<file path="config.mk">
export PLATFORM = sky130hd
export DESIGN_NAME = time_of_day_counter
export DESIGN_NICKNAME = d
export VERILOG_FILES = /design/src/rtl/time_of_day_counter.sv
export SDC_FILE = /design/constraint.sdc
export NUM_CORES = 1
export LEC_CHECK = 0
export CAP_MARGIN = 20
export CORE_ASPECT_RATIO = 1.4
export CORE_MARGIN = 2
export CORE_UTILIZATION = 51
export DETAILED_ROUTE_END_ITERATION = 12
export PLACE_DENSITY = 0.81
export SLEW_MARGIN = 20
export SYNTH_ARGS = -nofsm -noshare
export SYNTH_HDL_FRONTEND = slang
export SYNTH_SLANG_ARGS = --single-unit
</file>
<file path="constraint.sdc">
create_clock -name clk -period 2.6 [get_ports clk]
set_input_delay 0.52 -clock clk [delete_from_list [all_inputs] [get_ports clk]]
set_output_delay 0.52 -clock clk [all_outputs]
set_load 0.02 [all_outputs]
</file>
<file path="src/rtl/time_of_day_counter.sv">
// time_of_day_counter: BCD hh:mm:ss clock with set mode, advanced by sampled 1 Hz / 5 Hz strobes.
module time_of_day_counter #(
  parameter bit MODE_24H = 1'b1
) (
  input  logic       clk,
  input  logic       reset_n,
  input  logic       clock_1Hz,
  input  logic       clock_5Hz,
  input  logic       set_mode,
  input  logic       inc_minutes,
  input  logic       inc_hours,
  output logic [7:0] hours_bcd,
  output logic [7:0] minutes_bcd,
  output logic [7:0] seconds_bcd,
  output logic       pm,
  output logic       tick_1s,
  output logic       day_rollover
);
  localparam logic [7:0] HOUR_RST = MODE_24H ? 8'h00 : 8'h12;
  logic [2:0] rst_pipe;
  logic [1:0] set_y, incm_y, inch_y;
  logic       c1_r, c1_q, c5_r, c5_q, tick1, tick5, set_q;
  logic       set_s, incm_s, inch_s, enter, run, adj;
  logic       sec_wrap, min_wrap, min_step, hr_step, pm_flip, last_hour;
  logic [7:0] hr_next;

  function automatic logic [7:0] bcd_inc(input logic [7:0] v);
    return v[3:0] == 4'd9 ? {v[7:4] + 4'd1, 4'd0} : {v[7:4], v[3:0] + 4'd1};
  endfunction

  always_comb begin
    set_s     = set_y[1];
    incm_s    = incm_y[1];
    inch_s    = inch_y[1];
    enter     = set_s & ~set_q;
    run       = ~set_s & ~set_q & tick1;
    adj       = set_s & set_q & tick5;
    sec_wrap  = seconds_bcd == 8'h59;
    min_wrap  = minutes_bcd == 8'h59;
    min_step  = run ? sec_wrap : adj & incm_s;
    hr_step   = run ? sec_wrap & min_wrap : adj & inch_s;
    pm_flip   = !MODE_24H && hours_bcd == 8'h11;
    last_hour = MODE_24H ? hours_bcd == 8'h23 : pm && hours_bcd == 8'h11;
    hr_next   = (MODE_24H && hours_bcd == 8'h23) ? 8'h00 :
                (!MODE_24H && hours_bcd == 8'h12) ? 8'h01 : bcd_inc(hours_bcd);
  end

  // strobes stay masked until reset release has propagated through rst_pipe
  always_ff @(posedge clk or negedge reset_n) begin
    if (!reset_n) begin
      rst_pipe     <= '0;
      c1_r         <= 1'b0;
      c1_q         <= 1'b0;
      c5_r         <= 1'b0;
      c5_q         <= 1'b0;
      tick1        <= 1'b0;
      tick5        <= 1'b0;
      set_y        <= '0;
      incm_y       <= '0;
      inch_y       <= '0;
      set_q        <= 1'b0;
      hours_bcd    <= HOUR_RST;
      minutes_bcd  <= '0;
      seconds_bcd  <= '0;
      pm           <= 1'b0;
      tick_1s      <= 1'b0;
      day_rollover <= 1'b0;
    end else begin
      rst_pipe     <= {rst_pipe[1:0], 1'b1};
      c1_r         <= clock_1Hz;
      c1_q         <= c1_r;
      c5_r         <= clock_5Hz;
      c5_q         <= c5_r;
      tick1        <= rst_pipe[2] & c1_r & ~c1_q;
      tick5        <= rst_pipe[2] & c5_r & ~c5_q;
      set_y        <= {set_y[0], set_mode};
      incm_y       <= {incm_y[0], inc_minutes};
      inch_y       <= {inch_y[0], inc_hours};
      set_q        <= set_s;
      tick_1s      <= run;
      day_rollover <= run & sec_wrap & min_wrap & last_hour;
      if (enter) seconds_bcd <= '0;
      else if (run) seconds_bcd <= sec_wrap ? 8'h00 : bcd_inc(seconds_bcd);
      if (min_step) minutes_bcd <= min_wrap ? 8'h00 : bcd_inc(minutes_bcd);
      if (hr_step) hours_bcd <= hr_next;
      if (hr_step && pm_flip) pm <= ~pm;
    end
  end
endmodule

</file>
Word-level counts from Yosys, hierarchy flattened. Index checks and enable logic that the tools add are counted. Widths: inputs -> output; s select.

Add/subtract/negate cells: 6. Equal/unequal tests: 6. Mux-type cells: 10. Bitwise gates (word level): 19. Reductions and logical operators: 7.

Operator list (count): $mux 8 (8); $add 4x1->4 const B (6); $eq 8x7->1 const B (2); $and 1x1->1 (15); $eq 4x4->1 const B (3); $eq 8x6->1 const B (1); $reduce_and 2->1 (3); $reduce_bool 2->1 (3); $not 1->1 (4); $reduce_bool 3->1 (1); $mux 1 (2).

Register bits: 42. Bits of input ports: 7. Output and inout port bits: 27. Logic and storage cells: 67.

Longest topological paths before layout. Gate-level depths: netlist (run 1).

Depth after elaboration: 6. Mapped depth: 8. Depth with buffers taken out: 7.

Worst setup path after synthesis (run 1). OpenSTA, ideal clock, no wires.

Path kind: register -> register. Start point: reg hours_bcd[4]. End point: reg hours_bcd[4]. Setup time: 0.134 ns. Arrival: 1.783 ns. Data required time: 2.466 ns. Slack: 0.683 ns. Cell stages (with the launch flop): 7. Path buffers: 0. Period minus slack after synthesis: 1.917 ns. Cell sequence: dfrtp_1 > inv_1 > ha_1 > or4b_2 > o31a_1 > o21ai_0 > o31ai_1.

Cells in the longest elaborated chain, start to end: 3. Elaborated cells on any way between the ends: 6. Classes of those cells: 1 x add/sub; 1 x eq/ne; 2 x mux; 2 x reduce/logical.

Ends and longest elaborated chain: start, declared (RTL line 12) `output logic [7:0] hours_bcd,`; start signal, assigned (RTL line 85) `if (hr_step) hours_bcd <= hr_next;`; $add 4x1->4 / $eq 8x6->1 (equally long branches) (RTL line 28, 44); $mux 8 / $reduce_bool 2->1 (equally long branches); $mux 8 / $reduce_and 2->1 (equally long branches).

Parallel ways exist; a longest one is shown, timed or not. The select of a mux whose other input is x is not followed. A chain may end at the register's enable or synchronous reset.

Worst setup path after layout (run 1).
Start point: reg set_q. End point: reg minutes_bcd[1].

Cells in the longest elaborated chain, start to end: 4. Elaborated cells on any way between the ends: 7. Classes of those cells: 1 x mux; 6 x bitwise.

Ends and longest elaborated chain: start, declared (RTL line 22) `logic c1_r, c1_q, c5_r, c5_q, tick1, tick5, set_q;`; start signal, assigned (RTL line 79) `set_q <= set_s;`; $and 1x1->1 / $not 1->1 (equally long branches) (RTL line 37, 36); $and 1x1->1 (on tied branches) (RTL line 37, 36); $and 1x1->1 (on tied branches) (RTL line 40, 36); $mux 1 (*) (RTL line 40) `min_step = run ? sec_wrap : adj & incm_s;`; end signal, assigned (RTL line 84) `if (min_step) minutes_bcd <= min_wrap ? 8'h00 : bcd_inc(minutes_bcd);`; end, declared (RTL line 13) `output logic [7:0] minutes_bcd,`.

Every way passes the cells marked *; elsewhere a longest branch is shown, timed or not.

==> results of run 1 <==
==> path summary, 6_finish.rpt <==
kind                            startpoint              to  slack (ps)  cells past startpoint
worst min-delay path               reset_n  seconds_bcd[0]         350                      1
max in group asynchronous          reset_n  seconds_bcd[6]        1680                      1
worst max register to register       set_q  minutes_bcd[1]         630                      4
worst min register to register   incm_y[0]       incm_y[1]         350                      0
worst max-delay path                 set_q  minutes_bcd[1]         630                      4
min in group clk                 incm_y[0]       incm_y[1]         350                      0
==> per-layer routing <==
layer,up-vias,global-route usage,part of all wire
met4,0,0.0722,0.010
met5,-,0,0
li1,640,-,-
met2,28,0.313,0.52
met1,651,0.211,0.43
met3,4,0.0476,0.039
==> worst reg2reg max path, cell delays in order (launching register included) <==
cell     delay (ps)
dfrtp_1         420
or3b_4          430
o31ai_2         410
and2_1          250
mux2_2          350
==> kinds of logic after synthesis <==
kind of cell,Yosys count
simple gates,63
flops,42
compound gates,30
buf+inv,12
fa+ha+maj,10
xor+xnor,4
other cells,2
mux,1
==> power by group <==
part	total [W]	internal [W]	switching, W
Sequential	0.000711	0.000682	0.0000296
Combinational	0.000116	0.0000541	0.0000616
Clock	0.000419	0.000214	0.000205
==> registers in the layout, indices dropped and copies added (netlist names), 2 cells and up <==
register and count:
seconds_bcd 8, incm_y 2, minutes_bcd 8, hours_bcd 8, set_y 2, rst_pipe 3
inch_y 2
==> final cells by class <==
class / instances / area [µm²] / share of cell area
clock buffers: 7 / 86.3 / 0.0382
clock inverters: 1 / 5.00 / 0.00221
inverters: 8 / 30.0 / 0.0133
multi-input cells: 110 / 714 / 0.316
flip-flops and latches: 42 / 1050 / 0.465
well taps: 40 / 50.0 / 0.0221
repair buffers: 33 / 323 / 0.143
==> cell usage after synthesis, drive strengths merged, types with 3 or more instances <==
master	count
dfrtp	42
nand2	15
o21ai	14
nor2	12
ha	10
inv	8
nand3	7
a21oi	5
nand4	5
o31ai	5
nand3b	4
nor3	4
buf	3
or3	3
==> per-stage QoR <==
stage	hold slack [ps]	setup slack, ps	std cells	utilization	power (W)
2_1_floorplan	224	683	164	-	0.000773
3_3_place_gp	335	715	233	0.636	0.000834
3_5_place_dp	338	658	233	0.636	0.000841
4_1_cts	350	638	241	0.663	0.00126
5_1_grt	357	469	241	0.663	0.00130
6_report	348	631	241	0.663	0.00125
==> run metrics, run 1 <==
number of synthesized register bits 42; PD cells 551 nW/µm²; Initial Util 0.534; CP top delay family simple AND/OR/NAND/NOR gates; outcome completed; worst path cell trace or3b_4 -> o31ai_2 -> and2_1 -> mux2_2; ys async rst share 1.00; Worst Path Max Fanout 5; DR pass1 iterations 4; CTS Buf Count 5; H-tree levels 2; Initial DRC Count 42; # rows 25; Peak VDD IR 0.000598 V; Fin Setup TNS 0 ps; fillers 250; worst path required time 2770 ps; Worst slew margin 0.403; Final Net Count 217; IO Port Bufs 32; fin area 2260 µm²; total grt overflow 0; fmax 0.508 GHz; pin count of the biggest net entering global routing 43; WL per Instance 13.7 µm; dpl cell area 2170 µm²; die area 4070 µm²; Synth area leaders dfrtp_1, ha_1, o21ai_0, nand2_1, nor2_1; initial antenna violation count 0; first-pass GRT wire length 5340 µm; Max stage delay cell, worst path or3b_4; antenna fix cells 0; area share of xor/xnor cells in the synthesized design 0.0192; Tcrit/Tclk final 0.757; HPWL after DPL 2410 µm; DRC Markers 0; worst path arrival time 2140 ps; count of cell types in the netlist 41; Syn Area/Cell 11.1 µm²; Fin. Hold Viols 0; CTS Sinks 42; Post-Synth Adder-Cell Area 0.0687; Ports 34; largest family of logic cells by synthesized area simple AND/OR/NAND/NOR gates; clock buffer depth 2; mux cell area share after synthesis 0.00618; register area share after synthesis 0.577; Crit. End Element register; P_leak 0.981 nW; gr usage total 0.182; vias in the first global route 1242; CP max stage delay 430 ps; overall routed net length 3310 µm; crit path launch type register; setup violators final 0; number of flops mapped to enable cells by yosys 0; Hold WC Path Type input port to async pin; synthesized instance count 164; share of cells above drive strength 1 0.0796; Max Slew Vio Count 0; Synth area leader dfrtp_1; post-CTS setup buffer count 0; global placement routability congestion 0.791; Mapped Area 1820 µm²; worst slew pin tran 895 ps; Clock Skew 8.57 ps; Root Driver clkbuf_8; Die Y 74.7 µm; Die Wd 54.5 µm; simple-gate portion of the synthesized area 0.188; CTS tree built; most frequent cells in the layout dfrtp_1, clkdlybuf4s50_1, nand2_1; Via density 5.49; Detail Route Antenna Nets 0; WP buf/inv 0; Placeable Area 3410 µm²; ys flop type dfrtp_1; critical setup path kind register to register; clock latency on the worst-skew pair 290 ps; CTS resizes 0; via count 1323; compound-cell area share of the yosys netlist 0.106; post-synth top area share 0.577; minimum clock period 1970 ps; commonest non-fill, non-tap cell in the layout dfrtp_1; Mapped Nets 181; clk slew on worst S/H paths 80 ps; # hold bufs at CTS 0; Area Overhead vs Synth 24.0%; RSZ-0062 raised after global routing no; Syn. warnings 0; max-cap viol count 0
(Power assumes the default switching activity.)
==> inputs of run 2 (changes only) <==
--- a/config.mk
+++ b/config.mk
@@ -8,9 +8,9 @@
 export CAP_MARGIN = 20
 export CORE_ASPECT_RATIO = 1.4
 export CORE_MARGIN = 2
-export CORE_UTILIZATION = 51
+export CORE_UTILIZATION = 46
 export DETAILED_ROUTE_END_ITERATION = 12
-export PLACE_DENSITY = 0.81
+export PLACE_DENSITY = 0.78
 export SLEW_MARGIN = 20
 export SYNTH_ARGS = -nofsm -noshare
 export SYNTH_HDL_FRONTEND = slang
==> constraint.sdc (replaced) <==
create_clock -name clk -period 1.7 [get_ports clk]
set_input_delay 0.34 -clock clk [delete_from_list [all_inputs] [get_ports clk]]
set_output_delay 0.34 -clock clk [all_outputs]
set_load 0.02 [all_outputs]
==> run metrics, run 2 (same netlist as run 1, synthesis figures left out) <==
outcome finished, violations left; violated checks negative hold slack, negative setup slack; Placed Instances 268 (+15%); max-cap viol count 0 (unchanged); Die Wd 57.2 µm (+4.9%); crit path launch type register; worst slew pin tran 512 ps (-383 ps); setup violators final 10 (+10); Peak VDD IR 0.000797 V (+33%); first-pass GRT wire length 7180 µm (+34%); worst path cell trace inv_2 -> ha_4 -> nand3b_1 -> or2_4 -> o21a_4 -> or3_1 -> o21ai_1; # hold bufs at CTS 0 (unchanged); total grt overflow 0 (unchanged); Worst slew margin 0.659 (+0.255); global placement routability congestion 0.787 (-0.46%); fmax 0.548 GHz (+8.0%); Fin. Hold Viols 3 (+3); power share of the clock group 0.340 (+0.004); clock latency on the worst-skew pair 300 ps (about the same); share of cells above drive strength 1 0.360 (+0.280); H-tree levels 2 (unchanged); Clock Skew 7.80 ps (-0.770 ps); worst setup margin -123 ps (-754 ps); WL per Instance 15.6 µm (+14%); Root Driver clkbuf_8; Gate power share 0.120 (+0.027); Sw Pwr 0.000541 W (+83%); Tcrit/Tclk final 1.07 (+0.315); R2R setup slack -120 ps (-750 ps); Worst Path Max Fanout 7 (+2); commonest non-fill, non-tap cell in the layout buf_4; Crit. End Element register; Switching Share 0.271 (+0.0335); reg2reg path depth 7 (+3); gr usage total 0.209 (+0.0276); P_leak 1.40 nW (+43%); capture point of the critical path hours_bcd[3]; overall routed net length 4400 µm (+33%); Die Y 78.5 µm (+5.0%); Final Net Count 255 (+18%); sequential power share 0.540 (-0.031); Hold WC Path Type input port to async pin; FF-to-FF End hours_bcd[3]; # rows 27 (+8.0%); worst path arrival time 2050 ps (-90 ps); CTS tree built; Ports 34 (unchanged); Initial DRC Count 50 (+19%); post-layout util 0.704 (+0.0416); CTS Buf Count 5 (unchanged); clock buffer depth 2 (unchanged); HPWL after DPL 3040 µm (+26%); Via density 5.37 (-2.3%); Placeable Area 3850 µm² (+13%); Initial Util 0.473 (-0.0613); Final Instance Count excl. Fillers 282 (+17%); internal power 0.00146 W (+53%); crit path from seconds_bcd[1]; critical setup path kind register to register; DR pass1 iterations 4 (unchanged); via count 1513 (+14%); Detail Route Antenna Nets 0 (unchanged); pin count of the biggest net entering global routing 22 (-49%); DRC Markers 0 (unchanged); Total Power 0.00200 W (+60%); R2R Path Start seconds_bcd[1]; antenna fix cells 0 (unchanged); Area Overhead vs Synth 48.9%; vias in the first global route 1595 (+28%); most frequent cells in the layout buf_4, dfrtp_1, dlygate4sd2_1; PD cells 736 nW/µm² (+33%); initial antenna violation count 0 (unchanged); die area 4490 µm² (+10%); RSZ-0062 raised after global routing yes; worst path required time 1920 ps (-850 ps); CTS Sinks 42 (unchanged); Max stage delay cell, worst path dfrtp_2; biggest regs hours_bcd (8), minutes_bcd (8), seconds_bcd (8); fillers 285 (+14%); clk slew on worst S/H paths 90 ps (about the same); minimum clock period 1820 ps (-146 ps); final worst hold slack -5.95 ps (-353 ps); Max Slew Vio Count 0 (unchanged); CP max stage delay 420 ps (about the same); IO Port Bufs 32 (unchanged)
==> run 2: area by class of cell <==
type                       instances  area, µm²  share of cell area
inverter                           8       33.8              0.0125
timing repair buffer              71        613               0.226
sequential                        42       1060               0.390
multi-input combinational        110        858               0.316
tap                               43       53.8              0.0198
clock inverter                     3       26.3             0.00969
clock buffer                       5       68.8              0.0254
==> run 2: what timing repair did <==
| action | CTS | global route |
|---|---|---|
| resized for setup | 32 | 22 |
| pin swaps | 10 | 8 |
| setup buffers | 4 | 3 |
| setup endpoints to repair | 31 | 29 |
==> run 2: layer usage <==
metal,share of wire,track usage,wire length [µm],vias to the layer above
met2,0.56,0.405,2480,32
li1,-,-,-,720
met5,0,0,0,-
met4,0.024,0.0814,106,0
met3,0.028,0.0412,124,10
met1,0.38,0.213,1690,751
==> run 2: power by group through the flow <==
stage                     Clock [W]  Sequential [W]  Combinational, W
after global routing       0.000735         0.00108          0.000263
final                      0.000680         0.00108          0.000240
after global placement            0         0.00109          0.000226
after floorplan                   0         0.00113         0.0000559
after detailed placement          0         0.00109          0.000237
after CTS                  0.000705         0.00108          0.000232
==> run 2: through the flow <==
step / instance area [µm²] / TNS, ps / setup WS (ps)
3_3_place_gp: 2450 / -284 / -64.4
4_1_cts: 2620 / -438 / -99.1
6_report: 2710 / -591 / -123
2_1_floorplan: 1860 / -497 / -127
3_5_place_dp: 2450 / -886 / -153
5_1_grt: 2710 / -1790 / -191
==> run 2: worst max-delay path: cells and delay by family, from the launching register on <==
kind	cells	cell delay (ps)
flops	1	420
fa+ha+maj	1	120
simple gates	3	810
compound gates	2	320
buf+inv	1	80
==> run 2: worst min path at each step <==
stage	slack, ps	cells past startpoint	from	end
floorplan	40	0	reset_n	c1_q
global placement	330	1	reset_n	tick_1s
detailed placement	330	0	inch_y[0]	inch_y[1]
CTS	5	1	reset_n	tick_1s
global route	30	1	reset_n	tick_1s
finish	-6	1	reset_n	tick_1s
==> inputs of run 3 (changes only) <==
--- a/config.mk
+++ b/config.mk
@@ -5,12 +5,13 @@
 export SDC_FILE = /design/constraint.sdc
 export NUM_CORES = 1
 export LEC_CHECK = 0
+export ABC_AREA = 1
 export CAP_MARGIN = 20
 export CORE_ASPECT_RATIO = 1.4
 export CORE_MARGIN = 2
-export CORE_UTILIZATION = 46
+export CORE_UTILIZATION = 45
 export DETAILED_ROUTE_END_ITERATION = 12
-export PLACE_DENSITY = 0.78
+export PLACE_DENSITY = 0.73
 export SLEW_MARGIN = 20
 export SYNTH_ARGS = -nofsm -noshare
 export SYNTH_HDL_FRONTEND = slang
==> constraint.sdc (replaced) <==
create_clock -name clk -period 2.22 [get_ports clk]
set_input_delay 0.444 -clock clk [delete_from_list [all_inputs] [get_ports clk]]
set_output_delay 0.444 -clock clk [all_outputs]
set_load 0.02 [all_outputs]
==> run metrics, run 3 <==
pin count of the biggest net entering global routing 43 (+95%); fillers 359 (+26%); worst path arrival time 1390 ps (-660 ps); dpl ws 557 ps (+710 ps); PD cells 698 nW/µm² (-5.2%); Fin Setup TNS 0 ps (+591 ps); Mapped Area 1920 µm² (+5.6%); ys flop type dfrtp_1; initial antenna violation count 0 (unchanged); Initial DRC Count 56 (+12%); CP max stage delay 640 ps (+220 ps); sequential cell area 1050 µm² (-0.71%); Syn. warnings 0 (unchanged); outcome completed; WL per Instance 11.1 µm (-29%); Max Slew Vio Count 0 (unchanged); global placement routability congestion 0.783 (-0.58%); Total Power 0.00169 W (-15%); post-synth top area share 0.546 (-0.0308); share of cells above drive strength 1 0.112 (-0.248); FF-to-FF End hours_bcd[5]; Placeable Area 4170 µm² (+8.3%); worst slew pin tran 510 ps (-1.43 ps); first-pass GRT wire length 5490 µm (-23%); max-cap viol count 0 (unchanged); CTS Buf Count 5 (unchanged); IO Port Bufs 32 (unchanged); R2R setup slack 510 ps (+630 ps); Synth area leaders dfrtp_1, nand2_1, ha_1, nand3_1, inv_1; Worst Path Max Fanout 5 (-2); Root Driver clkbuf_8; Final Net Count 258 (+1.2%); CTS resizes 0 (-100%); Initial Util 0.462 (-0.0114); Die Y 81.4 µm (+3.7%); top-count cell post-synth dfrtp_1; R2R Path Start seconds_bcd[1]; clk slew on worst S/H paths 80 ps (about the same); Ports 34 (unchanged); number of synthesized register bits 42 (unchanged); Hold WC Path Type input port to async pin; Peak VDD IR 0.000556 V (-30%); setup violators final 0 (-10); clock buffer depth 2 (unchanged); Clock Skew 7.23 ps (-0.570 ps); Detail Route Antenna Nets 0 (unchanged); Met2 Wirelength 1580 µm (-36%); worst setup margin 383 ps (+506 ps); reg2reg path depth 11 (+4); fmax 0.544 GHz; Fin. Hold Viols 0 (-3); antenna fix cells 0 (unchanged); Metal-1 WL 1430 µm (-16%); HPWL after DPL 2330 µm (-23%); # rows 28 (+3.7%); vias in the first global route 1266 (-21%); commonest non-fill, non-tap cell in the layout dfrtp_1; gr usage total 0.152 (-0.0574); Die Wd 59.3 µm (+3.6%); synthesized instance count 203 (+24%); crit path from minutes_bcd[6]; # hold bufs at CTS 0 (unchanged); register area share after synthesis 0.546 (-0.0308); CTS tree built; Crit. End Element output port; dpl cell area 2280 µm² (-6.6%); crit path launch type register; via count 1369 (-9.5%); critical setup path kind register to output port; H-tree levels 2 (unchanged); worst path required time 1780 ps (-140 ps); most frequent cells in the layout dfrtp_1, nand2_1, clkdlybuf4s50_1; Synth area leader dfrtp_1; worst path cell trace clkdlybuf4s50_1; Post-synth top cells dfrtp_1, nand2_1, inv_1, nor2_1, nand3_1; P_leak 1.16 nW (-17%); clock latency on the worst-skew pair 290 ps (about the same); post-CTS setup buffer count 0 (-4); Tcrit/Tclk final 0.827; Max stage delay cell, worst path clkdlybuf4s50_1; met3 wire length 95 µm (-23%); total grt overflow 0 (unchanged); count of cell types in the netlist 24 (-41%); fin area 2420 µm² (-11%); ys async rst share 1.00 (unchanged); CP top delay family buffers and inverters; biggest regs hours_bcd (8), minutes_bcd (8), seconds_bcd (8); Area Overhead vs Synth 25.9%; Worst slew margin 0.660 (+0.000956); die area 4820 µm² (+7.5%); number of flops mapped to enable cells by yosys 0 (unchanged); WP buf/inv 1 (unchanged); Syn Area/Cell 9.48 µm² (-15%); overall routed net length 3200 µm (-27%); Mapped Nets 220 (+22%); minimum clock period 1840 ps; DRC Markers 0 (unchanged); Top Metal Used met4; Multi-input gate area 764 µm² (-11%); CTS Sinks 42 (unchanged); RSZ-0062 raised after global routing no; DR pass1 iterations 4 (unchanged); Via density 4.77 (-11%)
-- run 3: cell families (layout without fill, tap and decap cells) --
| family | Yosys count | count (layout) | share of synthesized area |
|---|---|---|---|
| fa+ha+maj | 10 | 10 | 0.0650 |
| simple gates | 95 | 95 | 0.235 |
| flops | 42 | 42 | 0.546 |
| buf+inv | 26 | 65 | 0.0566 |
| compound gates | 18 | 18 | 0.0481 |
| xor+xnor | 10 | 10 | 0.0455 |
| other cells | 2 | 2 | 0.00390 |
-- run 3: metrics by stage --
stage / cells / hold WS, ps / utilization
after CTS: 287 / 215 / 0.581
after global routing: 287 / 250 / 0.581
final: 287 / 196 / 0.581
after floorplan: 203 / 148 / -
after global placement: 279 / 335 / 0.548
after detailed placement: 279 / 335 / 0.548
-- run 3: power by group --
group          switching, W  internal, W  leakage [nW]  total [W]
clock network      0.000261     0.000450        0.0683   0.000711
registers         0.0000296     0.000798         0.548   0.000827
logic             0.0000844    0.0000666         0.549   0.000151
-- run 3: worst max-delay path by stage --
stage                     depth (start not counted)              to  slack (ps)
after floorplan                                  12    hours_bcd[2]         690
after global placement                           11    hours_bcd[6]         600
after detailed placement                         11    hours_bcd[5]         560
after CTS                                         1  minutes_bcd[4]         370
after global routing                              1  minutes_bcd[4]         330
final                                             1  minutes_bcd[6]         380
-- run 3: area by class of cell --
class | count | area share
timing repair buffer | 33 | 0.133
tap | 45 | 0.0232
multi-input combinational | 135 | 0.316
sequential | 42 | 0.434
inverter | 24 | 0.0372
clock buffer | 5 | 0.0284
clock inverter | 3 | 0.0284
-- run 3: per-layer routing --
layer	vias to the layer above	GRT usage
met5	-	0
met3	7	0.0303
met1	624	0.180
li1	714	-
met4	0	0.0864
met2	24	0.253
